File: config.mk
export PLATFORM = sky130hd
export DESIGN_NAME = cbrt
export DESIGN_NICKNAME = d
export VERILOG_FILES = /design/src/rtl/cbrt_pkg.sv /design/src/rtl/cbrt_mul8.sv /design/src/rtl/cbrt.sv
export SDC_FILE = /design/constraint.sdc
export NUM_CORES = 1
export LEC_CHECK = 0
export ABC_AREA = 1
export BUFFER_PORTS_ARGS = -buffer_cell sky130_fd_sc_hd__buf_2
export CORE_ASPECT_RATIO = 1.5
export CORE_MARGIN = 1
export CORE_UTILIZATION = 25
export CTS_CLUSTER_SIZE = 14
export DETAILED_ROUTE_END_ITERATION = 10
export HOLD_SLACK_MARGIN = 0.06
export SYNTH_ARGS = -nofsm -noshare
export SYNTH_HDL_FRONTEND = slang
export SYNTH_SLANG_ARGS = --single-unit
File: constraint.sdc
create_clock -name clk_i -period 3.79 [get_ports clk_i]
set_clock_uncertainty 0.05 [all_clocks]
set_input_delay 0.1895 -clock clk_i [delete_from_list [all_inputs] [get_ports clk_i]]
set_output_delay 0.1895 -clock clk_i [all_outputs]
set_load 0.05 [all_outputs]
File: src/rtl/cbrt_pkg.sv
// Shared definitions for the cube-root block: FSM states, iteration constants
// and datapath widths.
package cbrt_pkg;

    localparam int unsigned X_W     = 8;   // operand / result width
    localparam int unsigned B_W     = 16;  // trial subtrahend width
    localparam int unsigned S_W     = 3;   // shift amount width
    localparam int unsigned CNT_W   = 4;   // multiplier step counter width
    localparam int unsigned S_INIT  = 6;   // first shift (3 bits per root bit)
    localparam int unsigned S_STEP  = 3;
    localparam int unsigned MUL_LAT = 8;   // shift-add multiplier latency

    typedef enum logic [2:0] {
        IDLE,
        STEP,
        MUL_START,
        MUL_WAIT,
        CMP
    } state_e;

endpackage

File: src/rtl/cbrt_mul8.sv
// mul8: 8x8 unsigned shift-add multiplier, one partial product per cycle.
// Ports: clk_i, rst_i (async, active low), start_i (accepted when idle),
//        a_bi/b_bi operands, busy_o (high MUL_LAT cycles), y_bo 16-bit product.
module mul8
    import cbrt_pkg::*;
(
    input  logic                 clk_i,
    input  logic                 rst_i,
    input  logic                 start_i,
    input  logic [X_W-1:0]       a_bi,
    input  logic [X_W-1:0]       b_bi,
    output logic                 busy_o,
    output logic [2*X_W-1:0]     y_bo
);

    logic                 busy_q, busy_d;
    logic [CNT_W-1:0]     cnt_q,  cnt_d;
    logic [2*X_W-1:0]     a_q,    a_d;
    logic [X_W-1:0]       b_q,    b_d;
    logic [2*X_W-1:0]     acc_q,  acc_d;

    // Next-state: load operands on start, then add/shift once per cycle.
    always_comb begin
        busy_d = busy_q;
        cnt_d  = cnt_q;
        a_d    = a_q;
        b_d    = b_q;
        acc_d  = acc_q;
        if (!busy_q) begin
            if (start_i) begin
                a_d    = (2*X_W)'(a_bi);
                b_d    = b_bi;
                acc_d  = '0;
                cnt_d  = CNT_W'(MUL_LAT);
                busy_d = 1'b1;
            end
        end else begin
            if (b_q[0]) begin
                acc_d = acc_q + a_q;
            end
            a_d   = a_q << 1;
            b_d   = b_q >> 1;
            cnt_d = cnt_q - CNT_W'(1);
            if (cnt_q == CNT_W'(1)) begin
                busy_d = 1'b0;
            end
        end
    end

    always_ff @(posedge clk_i or negedge rst_i) begin
        if (!rst_i) begin
            busy_q <= 1'b0;
            cnt_q  <= '0;
            a_q    <= '0;
            b_q    <= '0;
            acc_q  <= '0;
        end else begin
            busy_q <= busy_d;
            cnt_q  <= cnt_d;
            a_q    <= a_d;
            b_q    <= b_d;
            acc_q  <= acc_d;
        end
    end

    assign busy_o = busy_q;
    assign y_bo   = acc_q;

endmodule

File: src/rtl/cbrt.sv
// cbrt: floor(cube root) of an 8-bit unsigned operand, digit-by-digit with a
// shared shift-add multiplier. Fixed 33-cycle latency.
// Ports: clk_i, rst_i (async, active low), start_i (sampled in IDLE),
//        a_bi operand, busy_o, y_bo result (held until next completion).
// Option: define CBRT_REM_EN to add rem_bo = x - y_bo^3.
module cbrt
    import cbrt_pkg::*;
(
    input  logic            clk_i,
    input  logic            rst_i,
    input  logic            start_i,
    input  logic [X_W-1:0]  a_bi,
    output logic            busy_o,
    output logic [X_W-1:0]  y_bo
`ifdef CBRT_REM_EN
    ,
    output logic [X_W-1:0]  rem_bo
`endif
);

    state_e            state_q, state_d;
    logic [X_W-1:0]    x_q, x_d;
    logic [X_W-1:0]    y_q, y_d;
    logic [S_W-1:0]    s_q, s_d;
    logic [CNT_W-1:0]  cnt_q, cnt_d;
    logic              busy_q, busy_d;
    logic [X_W-1:0]    res_q, res_d;
`ifdef CBRT_REM_EN
    logic [X_W-1:0]    rem_q, rem_d;
`endif

    logic              mul_start_c;
    logic              mul_busy;
    logic [B_W-1:0]    mul_p;
    logic [B_W-1:0]    b_c;
    logic [X_W-1:0]    x_n, y_n;

    mul8 u_mul8 (
        .clk_i   (clk_i),
        .rst_i   (rst_i),
        .start_i (mul_start_c),
        .a_bi    (y_q),
        .b_bi    (y_q + X_W'(1)),
        .busy_o  (mul_busy),
        .y_bo    (mul_p)
    );

    // Trial subtrahend (3*y*(y+1)+1) << s from the settled product.
    assign b_c = (mul_p * B_W'(3) + B_W'(1)) << s_q;

    // Next-state and datapath control.
    always_comb begin
        state_d     = state_q;
        x_d         = x_q;
        y_d         = y_q;
        s_d         = s_q;
        cnt_d       = cnt_q;
        busy_d      = busy_q;
        res_d       = res_q;
`ifdef CBRT_REM_EN
        rem_d       = rem_q;
`endif
        mul_start_c = 1'b0;
        x_n         = x_q;
        y_n         = y_q;
        case (state_q)
            IDLE: begin
                if (start_i) begin
                    x_d     = a_bi;
                    y_d     = '0;
                    s_d     = S_W'(S_INIT);
                    busy_d  = 1'b1;
                    state_d = STEP;
                end
            end
            STEP: begin
                y_d     = y_q << 1;
                state_d = MUL_START;
            end
            MUL_START: begin
                mul_start_c = 1'b1;
                cnt_d       = CNT_W'(MUL_LAT - 1);
                state_d     = MUL_WAIT;
            end
            MUL_WAIT: begin
                if (cnt_q == '0) begin
                    state_d = CMP;
                end else if (mul_busy) begin
                    cnt_d = cnt_q - CNT_W'(1);
                end
            end
            CMP: begin
                if (B_W'(x_q) >= b_c) begin
                    x_n = x_q - X_W'(b_c);
                    y_n = y_q + X_W'(1);
                end
                x_d = x_n;
                y_d = y_n;
                if (s_q != '0) begin
                    s_d     = s_q - S_W'(S_STEP);
                    state_d = STEP;
                end else begin
                    res_d   = y_n;
`ifdef CBRT_REM_EN
                    rem_d   = x_n;
`endif
                    busy_d  = 1'b0;
                    state_d = IDLE;
                end
            end
            default: state_d = IDLE;
        endcase
    end

    always_ff @(posedge clk_i or negedge rst_i) begin
        if (!rst_i) begin
            state_q <= IDLE;
            x_q     <= '0;
            y_q     <= '0;
            s_q     <= '0;
            cnt_q   <= '0;
            busy_q  <= 1'b0;
            res_q   <= '0;
`ifdef CBRT_REM_EN
            rem_q   <= '0;
`endif
        end else begin
            state_q <= state_d;
            x_q     <= x_d;
            y_q     <= y_d;
            s_q     <= s_d;
            cnt_q   <= cnt_d;
            busy_q  <= busy_d;
            res_q   <= res_d;
`ifdef CBRT_REM_EN
            rem_q   <= rem_d;
`endif
        end
    end

    assign busy_o = busy_q;
    assign y_bo   = res_q;
`ifdef CBRT_REM_EN
    assign rem_bo = rem_q;
`endif

endmodule

* Yosys cells after proc, flatten, opt, wreduce, memory -nomap -nowiden *
Index checks and enable logic that the tools add are counted.
W data, S select, Z words.

word-level totals
  register bits after elaboration = 80
  input port bits = 11
  output and inout port bits = 9

cells by class
  $mul = 1
  equality and inequality tests = 13
  bitwise operators = 1
  muxes and demuxes = 32
  reductions and logical operators = 15
  shifts and indexed selects = 1
  add/sub/neg operators = 7
  magnitude comparators = 1

operators with widths
  operator                 number
  $mux W16                 5
  $mux W8                  6
  $pmux W8 S3              1
  $add A16 B1 Y16 const B  1
  $add A16 B16 Y16         1
  $ge A8 B16 Y1            1
  $mul A16 B2 Y16 const B  1
  $mux W4                  4
  $pmux W8 S2              1
  $shl A16 B3 Y16          1
  $pmux W3 S5              1
  $ne A2 B2 Y1 const B     7
  $mux W3                  4
  $reduce_and A3 Y1        4
  $add A8 B1 Y8 const B    1
  $pmux W4 S2              1
  $reduce_and A2 Y1        4
  $sub A4 B1 Y4 const B    2
  $sub A8 B8 Y8            1
  $mux W1                  7
  $eq A3 B2 Y1 const B     2
  $pmux W3 S2              1
  $reduce_bool A2 Y1       3
  $reduce_bool A3 Y1       2
  other kinds (9)          9

* Depth between registers and ports, before layout *
Gate-level depths: netlist of the first run.

  depth in word-level cells = 6
  depth in mapped cells = 27

* Hierarchy *
A second synthesis of the first run with hierarchy kept.

unflattened totals
  cells, all modules = 922
  area total of the unflattened synthesis = 6,287.3 um2

by module, submodules not included
  module  times used  seq. area each (um2)  cells an instance  area each (um2)
  cbrt    1           875.8                 556                3,534.6
  mul8    1           1,126.1               366                2,752.6

* Worst setup path before layout of the first run *
OpenSTA, ideal clock, no wires.

  kind = reg2reg
  start = reg u_mul8.acc_q[0] (netlist: u_mul8.y_bo[0])
  end = reg x_q[0]
  cell stages (with the launch flop) = 23
  data arrival time = 3.052 ns
  library setup time = 0.065 ns
  setup slack = 0.622 ns
  cells stage by stage = dfrtp_1 fa_1 xor2_1 nand2_1 nand2_1 nand2_1 nand3_1 o21ai_0 ha_1 nand2_1 inv_1 nand3_1 nand3_1 nand2_1 nand2_1 a21oi_1 a21oi_2 nand3_4 nor2_8 nand3_4 nand2_4 nand2_1 nand2_1

between the ends
  longest elaborated chain between the ends = 6
  elaborated cells between the ends (all ways) = 9
  classes of those cells = add/sub: 2; mul: 1; order compare: 1; eq/ne: 1; shift: 1; mux: 2; reduce/logical: 1

RTL lines
  item                                                               RTL line                source
  start: declaration                                                 cbrt_mul8.sv:20         logic [2*X_W-1:0] acc_q, acc_d;
  start signal: assignment                                           cbrt_mul8.sv:56         acc_q <= '0;
  start signal: assignment                                           cbrt_mul8.sv:62         acc_q <= acc_d;
  $mul A16 B2 Y16 *                                                  cbrt.sv:49              assign b_c = (mul_p * B_W'(3) + B_W'(1)) << s_q;
  $add A16 B1 Y16 *                                                  cbrt.sv:49
  $shl A16 B3 Y16 *                                                  cbrt.sv:49
  $ge A8 B16 Y1 / $sub A8 B8 Y8 (equally long branches)              cbrt.sv:93, cbrt.sv:94
  $ne A2 B2 Y1 (no line) / $mux W8 (equally long branches)           --
  $reduce_and A3 Y1 (no line) / $pmux W8 S2 (equally long branches)  --
  end signal: assignment                                             cbrt.sv:118             x_q <= '0;
  end signal: assignment                                             cbrt.sv:129             x_q <= x_d;
  end: declaration                                                   cbrt.sv:22              logic [X_W-1:0] x_q, x_d;

Mark *: on every way between the ends. The rest lies on a longest branch, timed or not. The select of a mux whose other input is x is not followed.
A chain may end at the register's enable or synchronous reset.

* Worst setup path after layout of the first run *
  start = reg u_mul8.acc_q[0] (netlist: u_mul8.y_bo[0])
  end = reg x_q[6]

Same word-level chain as after synthesis.

==> results.md, run 1 <==
* Max-cap violations at 0
* Net Count, Synth at 903
* Drt pass-1 iters at 5
* Count leader, synth: nand2_1
* CTS clk-pin slew, worst paths at 0.07 ns
* First-pass GRT wire length at 25.90 mm
* Post-synth cell types at 44
* Number of flops mapped to enable cells by yosys at 0
* Cell Area, Synth at 5972 um^2
* Filler Cell Count at 2,482
* Top_reg_cell synth: dfrtp_1
* Sw frac at 48.46%
* Die Ht at 191.3 um
* Synth top area share at 33.52%
* Hold WC Path Type: in2reg
* Warnings from Yosys at 0
* HP Start: a_bi[1]
* FFs w/ async S/R, synth at 100.0%
* Synth area leaders: dfrtp_1 34%, nand2_1 17%, ha_1 9.2%
* Worst r2r src: u_mul8.y_bo[0]
* Crit-path max FO at 8
* Gate power share at 56.6%
* Ports at 20
* GRT Total Usage at 13.34%
* Area Growth Syn to Fin at 17.01%
* CTS tree: built
* Worst vdd ir at 0.3169 mV
* Initial Utilization at 25.71%
* Setup_tns at 0 ns
* Worst Tran Pin Value at 0.7243 ns
* Routability cong. at 0.8711
* Part of the power in registers at 24.2%
* Fin crit share at 92.79%
* Routed WL per cell at 13.30 um
* Data required time of the worst path at 4.04 ns
* Sw Pwr at 2.615 mW
* Final worst path period need at 3.517 ns
* Cell taking the most area after synthesis: dfrtp_1
* Slew margin rel. at 51.71%
* Slew Limit Fails at 0
* Remaining Overflow, GRT at 0
* DIE WIDTH at 128.2 um
* Status: complete, no violations
* Nets at 932
* Final Hold Fails at 0
* FP Rows at 68
* Vias/cell at 4.765
* Pin count of the biggest net entering global routing at 56
* CP arrival at 3.76 ns
* Num CTS Buffers at 9
* Register bit total from synthesis at 80
* Vias in the first global route at 5,550
* DIE AREA at 24,520 um^2
* Crit. End Element: register
* Clock Sinks at 80
* DR iter-0 viols at 308
* Share of layout cells above drive strength 1 at 11.49%
* Port Buffer Count at 19
* Clk Latency, worst-skew pair at 0.35 ns
* Unrepaired setup endpoints after global routing: false
* Pint at 2.782 mW
* Most frequent cells after synthesis: 263 x nand2_1, 96 x nand3_1, 95 x inv_1, 80 x dfrtp_1, 55 x o21ai_0
* DRT Wirelength at 15.88 mm
* CP startpoint kind: register
* Fmax at 0.2843 GHz
* Cell area power density at 772.3 nW/um^2
* Root Buffer: clkbuf_16
* Leak at 3.492 nW
* Antenna violations before repair at 0
* Core area at 23,230 um^2
* Clk network pwr share at 19.2%
* CTS HTree Levels at 3
* ANT nets after route at 0
* Mean post-synth cell area at 7.067 um^2
* CP Class: reg2reg
* Post-detail-place hpwl at 12.31 mm
* Antenna diode count at 0
* Worst-case clock buffer depth at 2
* Final Total Pwr at 5.397 mW
* Post-synthesis sequential area ratio at 33.52%
* DRC violations left at 0
* CP Launch Point: u_mul8.y_bo[0]
* Final setup fails at 0
* Vias at 5,690
* Syn Inst Count at 845
[final timing paths]
check	endpoint	slack (ns)	depth (start not counted)
worst min register to register	cnt_q[3]	0.43	1
worst max register to register	x_q[6]	0.27	27
worst min-delay path	x_q[1]	0.08	5
worst max-delay path	x_q[6]	0.27	27
min in group asynchronous	u_mul8.a_q[14]	0.37	2
max in group asynchronous	u_mul8.y_bo[0]	2.44	3
[layout by cell type (no fill, tap or decap), drive strengths merged, types with 2 or more instances in the layout]
master / instances
o22ai: 10
buf: 30
xor2: 12
a21o: 4
ha: 44
a41oi: 3
o211ai: 8
nor3: 6
nor2: 48
o21ai: 56
o21bai: 3
clkbuf: 9
or2: 2
inv: 104
nand3: 101
clkinv: 4
nand2: 272
dfrtp: 80
nand4: 11
xnor2: 6
o221ai: 5
a31o: 2
bufinv: 3
fa: 3
a21oi: 41
nand3b: 2
[worst max-delay path: stages, from the launching register on]
cell and delay (ns):
dfrtp_2 0.49, buf_6 0.15, ha_1 0.20, inv_1 0.06, nand2_2 0.06, nand2_1 0.09
nand2_1 0.08, nand2_1 0.08, nand2_1 0.06, nand2_2 0.07, nand3_2 0.08, nand3_1 0.11
o21ai_1 0.09, ha_1 0.37, nand2_1 0.07, inv_1 0.07, nand3_1 0.09, nand3_2 0.09
nand2_1 0.05, nand2_1 0.06, a21oi_1 0.06, a21oi_2 0.16, nand3_4 0.14, nor2_8 0.20
nand3_4 0.14, nand2_4 0.15, nand2_1 0.07, nand2_1 0.05
[power groups by stage]
stage	Clock [mW]	Combinational, mW	Sequential, mW
floorplan	0	2.19	1.23
global placement	0	2.78	1.30
detailed placement	0	2.82	1.31
CTS	1.05	2.83	1.29
global route	1.08	3.45	1.33
finish	1.04	3.06	1.30
[cell families after synthesis]
group	after synthesis	synth area share, %
buffers and inverters	120	7.668
flip-flops	80	33.52
AND/OR/NAND/NOR	441	32.31
XOR/XNOR	18	2.640
adder cells (fa/ha/maj)	47	10.22
AO/OA/AOI/OAI	139	13.64
[layout make-up]
type / count / area (um^2) / area share [%]
clock inverters: 7 / 126.4 / 1.808
multi-input cells: 647 / 3646 / 52.18
clock buffers: 9 / 225.2 / 3.223
inverters: 105 / 394.1 / 5.640
repair buffers: 31 / 193.9 / 2.775
flip-flops and latches: 80 / 2008 / 28.74
well taps: 315 / 394.1 / 5.640
[registers in the layout, indices dropped and copies added, names as in the netlist]
name and flops:
s_q 3, cnt_q 4, u_mul8.y_bo 16, u_mul8.cnt_q 4
state_q 3, busy_o 1, y_q 8, y_bo 8
u_mul8.a_q 16, u_mul8.busy_o 1, u_mul8.b_q 8, x_q 8
[metrics by stage]
step | cells | utilization [%] | cell area [um^2] | hold WS [ns] | worst slack [ns]
floorplan | 845 | - | 5972 | -0.1561 | 0.6225
global placement | 1170 | 27.75 | 6445 | 0.2373 | 0.1784
detailed placement | 1170 | 27.75 | 6445 | 0.2376 | 0.1099
CTS | 1187 | 29.30 | 6807 | 0.07193 | 0.09651
global route | 1194 | 30.09 | 6988 | 0.1156 | 0.001265
finish | 1194 | 30.09 | 6988 | 0.07561 | 0.2731
[per-layer routing]
| metal | wire (um) | track usage (%) | vias to the layer above | share of wire [%] |
|---|---|---|---|---|
| met1 | 6023 | 12.85 | 2690 | 38 |
| met5 | 0 | 0 | - | 0 |
| met4 | 712 | 8.326 | 0 | 4.5 |
| met3 | 340 | 1.455 | 37 | 2.1 |
| li1 | - | - | 2874 | - |
| met2 | 8799 | 26.38 | 89 | 55 |
[repair_timing]
action | in CTS | in global routing
gates resized for setup | 0 | 27
hold buffers | 1 | 0
endpoints found under the hold margin | 54 | 0
setup endpoints to repair | 0 | 24
buffers inserted | 0 | 5
No activity file was read; power rests on OpenSTA's default activity.
==> inputs of run 2 (changes only) <==
- CELL_PAD_IN_SITES_DETAIL_PLACEMENT: unset -> 1
- CELL_PAD_IN_SITES_GLOBAL_PLACEMENT: unset -> 1
- CORE_ASPECT_RATIO: 1.5 -> 1.1
- PLACE_DENSITY_LB_ADDON: unset -> 0.1
==> run 2 against run 1 <==
- die area about the same
- cell area up 0.29%
- sequential power about the same
- first-iteration DRC count down 37%
- flip-flop and latch count unchanged
- combinational power up 10%
- via count up 0.79%
- count of clock-buffer cells in the layout unchanged
- global-route usage up 2.8 points
- register-to-register slack worse by 0.03 ns
==> results.md, run 2 (same netlist as run 1, synthesis figures left out) <==
* Status: complete, no violations (unchanged)
* Antenna violations before repair at 0 (unchanged)
* Crit-path max FO at 6 (was 8)
* Remaining Overflow, GRT at 0 (unchanged)
* GRT Total Usage at 16.16% (was 13.34%)
* CP arrival at 3.73 ns (was 3.76 ns)
* Vias in the first global route at 6,088 (was 5,550)
* Share of layout cells above drive strength 1 at 12.35% (was 11.49%)
* DRT Wirelength at 18.97 mm (was 15.88 mm)
* Routed WL per cell at 15.93 um (was 13.30 um)
* Final Hold Fails at 0 (unchanged)
* Leak at 3.537 nW (was 3.492 nW)
* DIE WIDTH at 149.4 um (was 128.2 um)
* Data required time of the worst path at 3.97 ns (was 4.04 ns)
* Clock Sinks at 80 (unchanged)
* Hold WC Path Type: in2reg (unchanged)
* Commonest non-fill, non-tap cell in the layout: nand2_1 (unchanged)
* CTS HTree Levels at 3 (unchanged)
* FP Rows at 58 (was 68)
* Initial Utilization at 25.80% (was 25.71%)
* Antenna diode count at 0 (unchanged)
* Ports at 20 (unchanged)
* Worst-case clock buffer depth at 2 (unchanged)
* Fmax at 0.2816 GHz (was 0.2843 GHz)
* CP Class: reg2reg (unchanged)
* Slew Limit Fails at 0 (unchanged)
* DR iter-0 viols at 195 (was 308)
* Crit. End Element: register (unchanged)
* Cell area power density at 800.5 nW/um^2 (was 772.3 nW/um^2)
* Nets at 944 (was 932)
* Final worst path period need at 3.551 ns (was 3.517 ns)
* Vias at 5,735 (was 5,690)
* Setup ws final at 0.2389 ns (was 0.2731 ns)
* Area Growth Syn to Fin at 17.35% (was 17.01%)
* Max-cap violations at 0 (unchanged)
* Root Buffer: clkbuf_16 (unchanged)
* Fin crit share at 93.70% (was 92.79%)
* DIE AREA at 24,510 um^2 (was 24,520 um^2)
* Pre-CTS setup slack at -0.05069 ns (was 0.1099 ns)
* Slew margin rel. at 42.05% (was 51.71%)
* Post-Route Utilization at 30.27% (was 30.09%)
* Final setup fails at 0 (unchanged)
* CTS clk-pin slew, worst paths at 0.08 ns (was 0.07 ns)
* Worst vdd ir at 0.3573 mV (was 0.3169 mV)
* Post-detail-place hpwl at 14.76 mm (was 12.31 mm)
* CP startpoint kind: register (unchanged)
* Most frequent cells in the layout: 262 x nand2_1, 95 x inv_1, 93 x nand3_1 (was 260 x nand2_1, 95 x inv_1, 92 x nand3_1)
* Worst Tran Pin Value at 0.8693 ns (was 0.7243 ns)
* Clk Latency, worst-skew pair at 0.35 ns (about the same)
* Die Ht at 164.1 um (was 191.3 um)
* CTS tree: built (unchanged)
* ANT nets after route at 0 (unchanged)
* Num CTS Buffers at 9 (unchanged)
* Final Total Pwr at 5.610 mW (was 5.397 mW)
* Port Buffer Count at 19 (unchanged)
* Routability cong. at 0.8252 (was 0.8711)
* Pin count of the biggest net entering global routing at 60 (was 56)
* Vias/cell at 4.815 (was 4.765)
* Drt pass-1 iters at 4 (was 5)
* Core area at 23,150 um^2 (was 23,230 um^2)
* DRC violations left at 0 (unchanged)
* First-pass GRT wire length at 31.12 mm (was 25.90 mm)
## run 2: cell count changes in the layout (fill, tap and decap cells not counted), moves of 2 or more
cell	change
nand2_1	+2
nand2_2	-2
bufinv_16	-2
buf_4	+12
## run 2: routing by layer
layer	GRT usage, %	part of all wire [%]	vias up
met5	0	0	-
met2	29.44	52	27
met4	4.314	1.4	0
met3	2.194	1.1	14
li1	-	-	2888
met1	19.68	46	2806
## run 2: final cells by class
class / count / area (um^2)
timing repair buffer: 43 / 292.8
clock inverter: 7 / 87.58
tap: 300 / 375.4
multi-input combinational: 647 / 3623
fill: 2840 / 16140
sequential: 80 / 2009
inverter: 105 / 394.1
clock buffer: 9 / 225.2
## run 2: worst max-delay path, stage by stage, from the launching register on
cell and delay [ns]:
dfrtp_2 0.48, ha_1 0.26, inv_1 0.07, nand2_1 0.10, nand2_1 0.10, nand2_1 0.08
nand2_1 0.09, nand2_1 0.05, nand2_1 0.10, nand3_2 0.09, nand3_1 0.08, o21ai_1 0.10
ha_1 0.35, buf_4 0.12, nand2_1 0.05, nor2_1 0.11, a41oi_1 0.10, nand2_1 0.07
a21oi_1 0.06, a21oi_2 0.15, nand3_4 0.11, nor2_8 0.22, buf_4 0.16, nand3_1 0.09
nand3_1 0.11, nand3_1 0.06
## run 2: repair_timing
item / CTS / global route
resized for setup: 1 / 20
pin swaps: 0 / 9
hold buffers: 1 / 0
buffers inserted: 0 / 12
gates cloned: 0 / 2
endpoints found under the hold margin: 58 / 0
endpoints found under the setup margin: 21 / 24
## run 2: power by group
| part | internal, mW | leakage [nW] | switching (mW) | total [mW] |
|---|---|---|---|---|
| Combinational | 1.23 | 2.34 | 2.15 | 3.38 |
| Clock | 0.524 | 0.146 | 0.409 | 0.933 |
| Sequential | 1.07 | 1.05 | 0.222 | 1.29 |
## run 2: worst paths after layout
check	startpoint	endpoint	slack, ns	cells after the start
setup reg to reg	u_mul8.y_bo[0]	y_q[5]	0.24	25
setup / recovery	u_mul8.y_bo[0]	y_q[5]	0.24	25
min in group asynchronous	rst_i	u_mul8.y_bo[13]	0.44	2
max in group asynchronous	rst_i	u_mul8.a_q[3]	2.39	3
hold / removal	a_bi[1]	x_q[1]	0.08	5
hold reg to reg	u_mul8.b_q[3]	u_mul8.b_q[2]	0.45	2
## run 2: metrics by stage
stage          TNS, ns  hold slack [ns]  area (um^2)  std cells
2_1_floorplan        0          -0.1561         5972        845
5_1_grt        -0.5902           0.1010         7008       1191
3_3_place_gp         0           0.3031         6464       1160
3_5_place_dp   -0.2713           0.3132         6464       1160
6_report             0          0.07677         7008       1191
4_1_cts              0          0.06589         6788       1177
